==> config.mk <==
export PLATFORM = sky130hd
export DESIGN_NAME = hazard_ctrl
export DESIGN_NICKNAME = d
export VERILOG_FILES = /design/src/rtl/hazard_ctrl_pkg.sv /design/src/rtl/hazard_ctrl_scoreboard.sv /design/src/rtl/hazard_ctrl.sv
export SDC_FILE = /design/constraint.sdc
export NUM_CORES = 1
export LEC_CHECK = 0
export CORE_MARGIN = 5
export CORE_UTILIZATION = 55
export CTS_CLUSTER_SIZE = 24
export DETAILED_ROUTE_END_ITERATION = 6
export PLACE_DENSITY = 0.93
export SLEW_MARGIN = 20
export SYNTH_ARGS = -nofsm -noshare
export SYNTH_HDL_FRONTEND = slang
export SYNTH_SLANG_ARGS = --single-unit
==> constraint.sdc <==
create_clock -name clk -period 4.05 [get_ports clk]
set_input_delay 0.81 -clock clk [delete_from_list [all_inputs] [get_ports clk]]
set_output_delay 0.81 -clock clk [all_outputs]
set_load 0.01 [all_outputs]
==> src/rtl/hazard_ctrl_pkg.sv <==
// hazard_ctrl_pkg: shared definitions for the WISC pipeline sequencer.
// State encodings, scoreboard sizing and the control bundle type.
package hazard_ctrl_pkg;

    localparam int NREG  = 8;
    localparam int CNT_W = 2;
    localparam int REG_W = $clog2(NREG);
    localparam int OCC_W = 3;

    localparam logic [CNT_W-1:0] CNT_MAX = '1;

    typedef enum logic [1:0] {
        ST_RUN    = 2'b00,
        ST_DRAIN  = 2'b01,
        ST_HALTED = 2'b10
    } state_e;

    typedef struct packed {
        logic pc_en;
        logic ifid_en;
        logic ifid_flush;
        logic idex_flush;
        logic exmem_en;
        logic issue;
    } ctrl_t;

    // Free-running pipe: everything enabled, nothing squashed, nothing issued.
    localparam ctrl_t CTRL_RESET = '{
        pc_en:      1'b1,
        ifid_en:    1'b1,
        ifid_flush: 1'b0,
        idex_flush: 1'b0,
        exmem_en:   1'b1,
        issue:      1'b0
    };

    localparam ctrl_t CTRL_OFF = '0;

endpackage

==> src/rtl/hazard_ctrl_scoreboard.sv <==
// reg_scoreboard: per-register pending-write counters.
// Saturating inc/dec with an over/underflow pulse and a nonzero vector.
module reg_scoreboard
    import hazard_ctrl_pkg::*;
(
    input  logic             clk,
    input  logic             rst_n,
    input  logic             inc_i,
    input  logic [REG_W-1:0] inc_reg_i,
    input  logic             dec_i,
    input  logic [REG_W-1:0] dec_reg_i,
    output logic [NREG-1:0]  pend_nz_o,
    output logic             all_clear_o,
    output logic             fault_o
);

    logic [CNT_W-1:0] cnt_q [NREG];
    logic [CNT_W-1:0] cnt_d [NREG];
    logic [NREG-1:0]  up;
    logic [NREG-1:0]  dn;
    logic [NREG-1:0]  ovf;
    logic [NREG-1:0]  unf;

    // Next count per register; a same-register inc/dec pair cancels.
    always_comb begin
        up        = '0;
        dn        = '0;
        ovf       = '0;
        unf       = '0;
        pend_nz_o = '0;
        for (int r = 0; r < NREG; r++) begin
            cnt_d[r]     = cnt_q[r];
            up[r]        = inc_i && (inc_reg_i == REG_W'(r));
            dn[r]        = dec_i && (dec_reg_i == REG_W'(r));
            pend_nz_o[r] = |cnt_q[r];
            if (up[r] && !dn[r]) begin
                if (cnt_q[r] == CNT_MAX) begin
                    ovf[r] = 1'b1;
                end else begin
                    cnt_d[r] = cnt_q[r] + CNT_W'(1);
                end
            end else if (dn[r] && !up[r]) begin
                if (cnt_q[r] == '0) begin
                    unf[r] = 1'b1;
                end else begin
                    cnt_d[r] = cnt_q[r] - CNT_W'(1);
                end
            end
        end
    end

    assign all_clear_o = ~|pend_nz_o;
    assign fault_o     = |(ovf | unf);

    // Counter array storage.
    always_ff @(posedge clk or negedge rst_n) begin
        if (!rst_n) begin
            for (int r = 0; r < NREG; r++) begin
                cnt_q[r] <= '0;
            end
        end else begin
            for (int r = 0; r < NREG; r++) begin
                cnt_q[r] <= cnt_d[r];
            end
        end
    end

endmodule

==> src/rtl/hazard_ctrl.sv <==
// hazard_ctrl: WISC 5-stage sequencer (RAW stall, squash, freeze, drain).
// Build option: define HAZARD_FWD_EN for forwarding with load-use stalls only.
module hazard_ctrl
    import hazard_ctrl_pkg::*;
(
    input  logic       clk,
    input  logic       rst,
    input  logic       id_valid,
    input  logic [2:0] id_rs,
    input  logic [2:0] id_rt,
    input  logic       id_rs_used,
    input  logic       id_rt_used,
    input  logic       id_wr_en,
    input  logic [2:0] id_wr_reg,
    input  logic       id_is_load,
    input  logic       id_is_halt,
    input  logic       ex_redirect,
    input  logic       mem_busy,
    input  logic       wb_wr_en,
    input  logic [2:0] wb_wr_reg,
    output logic       pc_en,
    output logic       ifid_en,
    output logic       ifid_flush,
    output logic       idex_flush,
    output logic       exmem_en,
    output logic       issue,
    output logic       halted,
    output logic       err
);

    state_e           state_q;
    logic             halted_q;
    logic             err_q;
    logic [OCC_W-1:0] occ_q;
    logic [OCC_W-1:0] occ_d;
    logic [NREG-1:0]  pend_nz;
    logic             all_clear;
    logic             sb_fault;
    logic             haz;
    logic             issue_nh;
    logic             sb_inc;
    ctrl_t            ctrl;

`ifdef HAZARD_FWD_EN
    logic             ex_load_q;
    logic [REG_W-1:0] ex_dst_q;

    // Only a load sitting in EX cannot be forwarded in time.
    always_comb begin
        haz = id_valid && ex_load_q &&
              ((id_rs_used && (id_rs == ex_dst_q)) ||
               (id_rt_used && (id_rt == ex_dst_q)));
    end

    // EX-stage load tracker: follows issue, bubbles clear it, freeze holds it.
    always_ff @(posedge clk or negedge rst) begin
        if (!rst) begin
            ex_load_q <= 1'b0;
            ex_dst_q  <= '0;
        end else if (!mem_busy) begin
            ex_load_q <= issue_nh && id_is_load;
            ex_dst_q  <= issue_nh ? id_wr_reg : '0;
        end
    end
`else
    // Any pending write to a used source blocks decode.
    always_comb begin
        haz = id_valid &&
              ((id_rs_used && pend_nz[id_rs]) ||
               (id_rt_used && pend_nz[id_rt]));
    end
`endif

    // Per-cycle control, highest priority first: freeze, squash, stall, issue.
    always_comb begin
        ctrl = CTRL_RESET;
        if (rst) begin
            unique case (state_q)
                ST_RUN: begin
                    if (mem_busy) begin
                        ctrl.pc_en    = 1'b0;
                        ctrl.ifid_en  = 1'b0;
                        ctrl.exmem_en = 1'b0;
                    end else if (ex_redirect) begin
                        ctrl.ifid_flush = 1'b1;
                        ctrl.idex_flush = 1'b1;
                    end else if (haz) begin
                        ctrl.pc_en      = 1'b0;
                        ctrl.ifid_en    = 1'b0;
                        ctrl.idex_flush = 1'b1;
                    end else begin
                        ctrl.issue = id_valid;
                    end
                end
                ST_DRAIN: begin
                    ctrl.pc_en   = 1'b0;
                    ctrl.ifid_en = 1'b0;
                    if (mem_busy) begin
                        ctrl.exmem_en = 1'b0;
                    end else begin
                        ctrl.idex_flush = 1'b1;
                    end
                end
                default: begin
                    ctrl = CTRL_OFF;
                end
            endcase
        end
    end

    assign issue_nh = ctrl.issue && !id_is_halt;
    assign sb_inc   = issue_nh && id_wr_en;

    reg_scoreboard u_sb (
        .clk         (clk),
        .rst_n       (rst),
        .inc_i       (sb_inc),
        .inc_reg_i   (id_wr_reg),
        .dec_i       (wb_wr_en),
        .dec_reg_i   (wb_wr_reg),
        .pend_nz_o   (pend_nz),
        .all_clear_o (all_clear),
        .fault_o     (sb_fault)
    );

    // Occupancy shift EX->MEM->WB; on freeze WB empties, EX and MEM hold.
    always_comb begin
        if (mem_busy) begin
            occ_d = {1'b0, occ_q[1], occ_q[0]};
        end else begin
            occ_d = {occ_q[1], occ_q[0], issue_nh};
        end
    end

    // Occupancy storage.
    always_ff @(posedge clk or negedge rst) begin
        if (!rst) begin
            occ_q <= '0;
        end else begin
            occ_q <= occ_d;
        end
    end

    // Sequencer FSM with registered halted/err flags.
    always_ff @(posedge clk or negedge rst) begin
        if (!rst) begin
            state_q  <= ST_RUN;
            halted_q <= 1'b0;
            err_q    <= 1'b0;
        end else begin
            if (sb_fault) begin
                err_q <= 1'b1;
            end
            unique case (state_q)
                ST_RUN: begin
                    if (ctrl.issue && id_is_halt) begin
                        state_q <= ST_DRAIN;
                    end
                end
                ST_DRAIN: begin
                    if ((occ_q == '0) && all_clear) begin
                        state_q  <= ST_HALTED;
                        halted_q <= 1'b1;
                    end
                end
                default: begin
                    state_q <= ST_HALTED;
                end
            endcase
        end
    end

    assign pc_en      = ctrl.pc_en;
    assign ifid_en    = ctrl.ifid_en;
    assign ifid_flush = ctrl.ifid_flush;
    assign idex_flush = ctrl.idex_flush;
    assign exmem_en   = ctrl.exmem_en;
    assign issue      = ctrl.issue;
    assign halted     = halted_q;
    assign err        = err_q;

endmodule

=== Word level (Yosys, flattened, before mapping) ===
Cells that the tools add are included.

* Order comparisons: 2
* Equality and inequality tests: 41
* Add/sub/neg operators: 16
* Mux-type cells: 96
* Bitwise logic cells: 1
* Reduce and logical (&&, ||, !) cells: 98

{| class="wikitable"
|+ Operators by type and width
! cell !! count
|-
| $mux W2 || 39
|-
| $mux W1 || 51
|-
| $logic_and A1 B1 Y1 || 39
|-
| $eq A3 B3 Y1 const B || 8
|-
| $reduce_and A3 Y1 || 8
|-
| $ne A2 B2 Y1 const B || 10
|-
| $logic_not A1 Y1 || 18
|-
| $logic_not A2 Y1 || 9
|-
| $add A2 B1 Y2 const B || 8
|-
| $eq A2 B2 Y1 const B || 8
|-
| $ne A2 B1 Y1 const B || 8
|-
| $reduce_bool A2 Y1 || 8
|-
| $reduce_or A16 Y1 || 1
|-
| $reduce_or A2 Y1 || 8
|-
| $sub A2 B1 Y2 const B || 8
|-
| $eq A3 B2 Y1 const B || 4
|-
| $logic_not A3 Y1 || 3
|-
| $lt A3 B4 Y1 const B || 2
|-
| $or A8 B8 Y8 || 1
|-
| $pmux W2 S2 || 2
|-
| $reduce_or A8 Y1 || 1
|-
| $bmux W1 S3 || 2
|-
| $eq A3 B1 Y1 const B || 2
|-
| $mux W6 || 1
|-
| other kinds (4) || 5
|}

* Logic and storage cells: 267
* Bits of input ports: 23
* Bits in registers: 23
* Output and inout bits: 8

=== Depth between registers and ports, before layout ===
* Word-level depth: 20
* Gate-level depth with buffers: 9
* Depth with buffers taken out: 7

=== Modules after synthesis ===
From an unflattened synthesis, not the netlist that was laid out.

* Cell total of the unflattened synthesis: 214
* Area total of the unflattened synthesis: 1878.1 um^2

{| class="wikitable"
|+ By module, submodules not included
! module !! sequential area each (um^2) !! area an instance (um^2) !! instances !! cells an instance
|-
| reg_scoreboard || 400.4 || 1366.3 || 1 || 165
|-
| hazard_ctrl || 175.2 || 511.7 || 1 || 49
|}

=== Worst setup path before layout ===
No wires, ideal clock.

* Path type: input to output
* Start point: in id_rs[0]
* End point: out pc_en
* Required time: 3.240 ns
* Path slack: 0.822 ns
* Stages: 8
* Path buffers: 1
* Arrival: 2.418 ns
* Cell sequence: nor4_1 > a311oi_1 > a22oi_2 > nand2_1 > nand2_1 > nor2_1 > o41ai_1 > buf_4

* Longest elaborated chain between the ends: 10

{| class="wikitable"
|+ Ends and longest elaborated chain
! what !! RTL line !! source
|-
| start: declaration || hazard_ctrl.sv:9 || <nowiki>input logic [2:0] id_rs,</nowiki>
|-
| $bmux W1 S3 || hazard_ctrl.sv:69 || <nowiki>((id_rs_used && pend_nz[id_rs]) ||</nowiki>
|-
| $mux W1 (not written as such) || hazard_ctrl.sv:69 ||
|-
| $logic_and A1 B1 Y1 || hazard_ctrl.sv:69 ||
|-
| $logic_or A1 B1 Y1 || hazard_ctrl.sv:69 ||
|-
| $logic_and A1 B1 Y1 || hazard_ctrl.sv:68 || <nowiki>haz = id_valid &&</nowiki>
|-
| $mux W2 || hazard_ctrl.sv:87 || <nowiki>end else if (haz) begin</nowiki>
|-
| $mux W2 || hazard_ctrl.sv:84 || <nowiki>end else if (ex_redirect) begin</nowiki>
|-
| $mux W2 || hazard_ctrl.sv:80 || <nowiki>if (mem_busy) begin</nowiki>
|-
| $mux W2 || hazard_ctrl.sv:78 || <nowiki>unique case (state_q)</nowiki>
|-
| $mux W6 || hazard_ctrl.sv:77 || <nowiki>if (rst) begin</nowiki>
|-
| end: declaration || hazard_ctrl.sv:21 || <nowiki>output logic pc_en,</nowiki>
|}

No other way between the ends. The select of a mux whose other input is x is not followed.

=== Final worst setup path ===
* Start point: in id_rt[1]
* End point: out pc_en

* Longest elaborated chain between the ends: 10

{| class="wikitable"
|+ Ends and longest elaborated chain
! what !! RTL line !! source
|-
| start: declaration || hazard_ctrl.sv:10 || <nowiki>input logic [2:0] id_rt,</nowiki>
|-
| $bmux W1 S3 || hazard_ctrl.sv:70 || <nowiki>(id_rt_used && pend_nz[id_rt]));</nowiki>
|-
| $mux W1 (not written as such) || hazard_ctrl.sv:70 ||
|-
| $logic_and A1 B1 Y1 || hazard_ctrl.sv:70 ||
|-
| $logic_or A1 B1 Y1 || hazard_ctrl.sv:69 ||
|-
| $logic_and A1 B1 Y1 || hazard_ctrl.sv:68 ||
|-
| $mux W2 || hazard_ctrl.sv:87 ||
|-
| $mux W2 || hazard_ctrl.sv:84 ||
|-
| $mux W2 || hazard_ctrl.sv:80 ||
|-
| $mux W2 || hazard_ctrl.sv:78 ||
|-
| $mux W6 || hazard_ctrl.sv:77 ||
|}

No other way between the ends. The select of a mux whose other input is x is not followed.

==> reports/metrics.yaml <==
diodes: 0
cts.clk_slew.worst_paths_ns: 0.13
first_pass_iters: 5
grt_max_degree: 21
finalSetupViolCount: 0
start_util_pct: 55.81
r2r_slack_ns: 1.30
synthCells: 218
p_leak_nw: 0.8780
avgRoutedWirePerCell_um: 15.81
io_buffers: 29
drc_errors: 0
setup.worst_path.class: "input pin to output port"
grt_pass1_wl_mm: 7.748
worstPathRequired_ns: 3.24
clk-insertion-delay-late_ns: 0.32
synth_commonest_cells: "23 x dfrtp_1, 21 x nor2_1, 20 x nor3_1"
io_pins: 31
synth_cell_types: 59
antenna_left: 0
fp.dieW_um: 67.73
finClkSkew_ns: 0.002895
wirelength_mm: 4.631
ys.flop_type: "dfrtp_1"
cp.arrival_ns: 3.06
die_area_um2: 4587
p_sw_w: 0.0002368
yosysTopAreaCellShare_pct: 31.40
viasPerCell: 6.379
hold_ws_ns: 0.4909
cap_violations: 0
yosysTopAreaCell: "dfrtp_1"
finalHoldViolations: 0
postCtsSetupBuffers: 0
synth_edf_count: 0
antenna_found_initial: 0
nets: 271
swShare_pct: 37.23
ys_top_cells_by_area: "dfrtp_1 31%, nor3_1 5.5%, nor2_1 4.3%"
endpoint_kind: "output port"
finalCritPeriodShare_pct: 95.52
synth.ff_latch_count: 23
hold_buffers: 0
cts.path.max_buffers: 2
cts_buffers: 3
final_area_um2: 2200
clock-sinks: 23
tightest_slew_ns: 0.7754
grt_pass1_vias: 1787
min_path_type: "register to register"
postSynth.asyncResetShare_pct: 100.0
critPathMaxFanout: 5
fmaxAchievable_mhz: 258.5
dpl-instance-area_um2: 2163
yosysMostFrequentCell: "dfrtp_1"
outcome: "complete, no violations"
synth_warnings: 0
syn_nets: 241
track_usage_pct: 22.07
avgSynthCellArea_um2: 8.408
drt_iter0_markers: 117
power_density_nw_per_um2: 289.2
min_period_ns: 3.869
die-height_um: 67.73
syn_to_final_growth_pct: 20.00
slew_headroom_pct: 47.58
placed_cells: 289
vias: 1869
finalNonFillerCells: 293
grt_overflow_total: 0
root_buffer: "clkbuf_4"
num_rows: 21
fin_setup_tns_ns: 0
place_congestion: 0.8778
cts_tree: "yes"
dp_hpwl_mm: 3.561
drive_above_1_share_pct: 10.53
htreeDepth: 1
post-route-util_pct: 66.97
ir_drop_mv: 0.2209
ys_seq_area_share_pct: 31.40
nFillCells: 269
internal_power_w: 0.0003992
core_um2: 3284
drv_slew: 0
post_cts_resized: 0
p_clk_share_pct: 17.6
startpoint_type: "input pin"
synth_area_um2: 1833
p_seq_share_pct: 49.7
combPwrFrac_pct: 32.6
-- power by group through the flow --
stage / sequential [W] / clock [W] / combinational, W
6_report: 0.000316 / 0.000112 / 0.000208
5_1_grt: 0.000322 / 0.000127 / 0.000231
4_1_cts: 0.000313 / 0.000115 / 0.000206
3_5_place_dp: 0.000318 / 0 / 0.000203
3_3_place_gp: 0.000314 / 0 / 0.000195
2_1_floorplan: 0.000298 / 0 / 0.000144
-- through the flow --
stage | setup slack (ns) | power, W
6_report | 0.1813 | 0.0006361
5_1_grt | -0.01135 | 0.0006800
4_1_cts | 0.005354 | 0.0006334
3_5_place_dp | 0.02520 | 0.0005208
3_3_place_gp | 0.06590 | 0.0005089
2_1_floorplan | 0.8216 | 0.0004413
-- flip-flops by register name (all words and copies together) (netlist names) --
name / count
err: 1
occ_q: 3
state_q: 2
halted: 1
u_sb.cnt_q: 16
-- cell type report --
type | count | area, µm² | area share [%]
Inverter | 11 | 41.29 | 1.877
Sequential cell | 23 | 575.6 | 26.17
Tap cell | 46 | 57.56 | 2.617
Timing Repair Buffer | 35 | 337.8 | 15.36
Clock buffer | 4 | 26.28 | 1.195
Multi-Input combinational cell | 174 | 1161 | 52.79
-- per-layer routing --
metal / share of wire [%] / wire [µm] / up-vias / global-route usage, %
li1: - / - / 894 / -
met1: 40 / 1842 / 849 / 24.23
met4: 4.2 / 194 / 0 / 13.67
met2: 47 / 2199 / 99 / 37.79
met5: 0 / 0 / - / 0
met3: 8.5 / 394 / 27 / 5.491
-- worst max-delay path, stage by stage --
cell	delay, ns
clkdlybuf4s50_1	0.54
nor4b_1	0.26
a311oi_1	0.12
a32oi_4	0.24
nand2_1	0.10
nand2_1	0.09
nor2_1	0.05
o41ai_2	0.24
clkdlybuf4s50_1	0.60
-- cells in the final DEF (no fill, tap or decap), types with 2 or more instances in the layout --
cell,count
o21ai_1,3
a311oi_1,3
nor2b_1,2
buf_4,6
nor2_1,21
nor3_1,20
a221oi_2,2
nand3_1,4
clkdlybuf4s50_1,28
or2_0,2
o21a_1,4
clkbuf_4,3
o31ai_1,2
o21bai_1,3
inv_1,11
nor4b_1,5
or3_1,2
nand4_1,7
nand2_1,19
nor3b_1,4
nand2b_1,4
o211a_1,5
dfrtp_1,23
a21o_1,2
a21oi_1,6
mux2_2,5
o21ai_0,15
nor4_1,4
-- path summary, 6_finish.rpt --
| check | startpoint | to | cells past startpoint |
|---|---|---|---|
| worst max register to register | u_sb.cnt_q[10] | u_sb.cnt_q[10] | 8 |
| min in group asynchronous | rst | state_q[0] | 1 |
| worst max-delay path | id_rt[1] | pc_en | 9 |
| worst min register to register | halted | halted | 2 |
| worst min-delay path | halted | halted | 2 |
| max in group asynchronous | rst | u_sb.cnt_q[4] | 2 |
-- kinds of logic (layout without fill, tap and decap cells) --
| kind of cell | Yosys count | count (layout) | synth area share, % |
|---|---|---|---|
| AND/OR/NAND/NOR | 106 | 106 | 33.11 |
| AO/OA/AOI/OAI | 61 | 61 | 25.73 |
| flip-flops | 23 | 23 | 31.40 |
| buffers and inverters | 21 | 50 | 5.665 |
| multiplexers | 6 | 6 | 3.618 |
| XOR/XNOR | 1 | 1 | 0.4779 |
No activity file was read; power rests on OpenSTA's default activity.
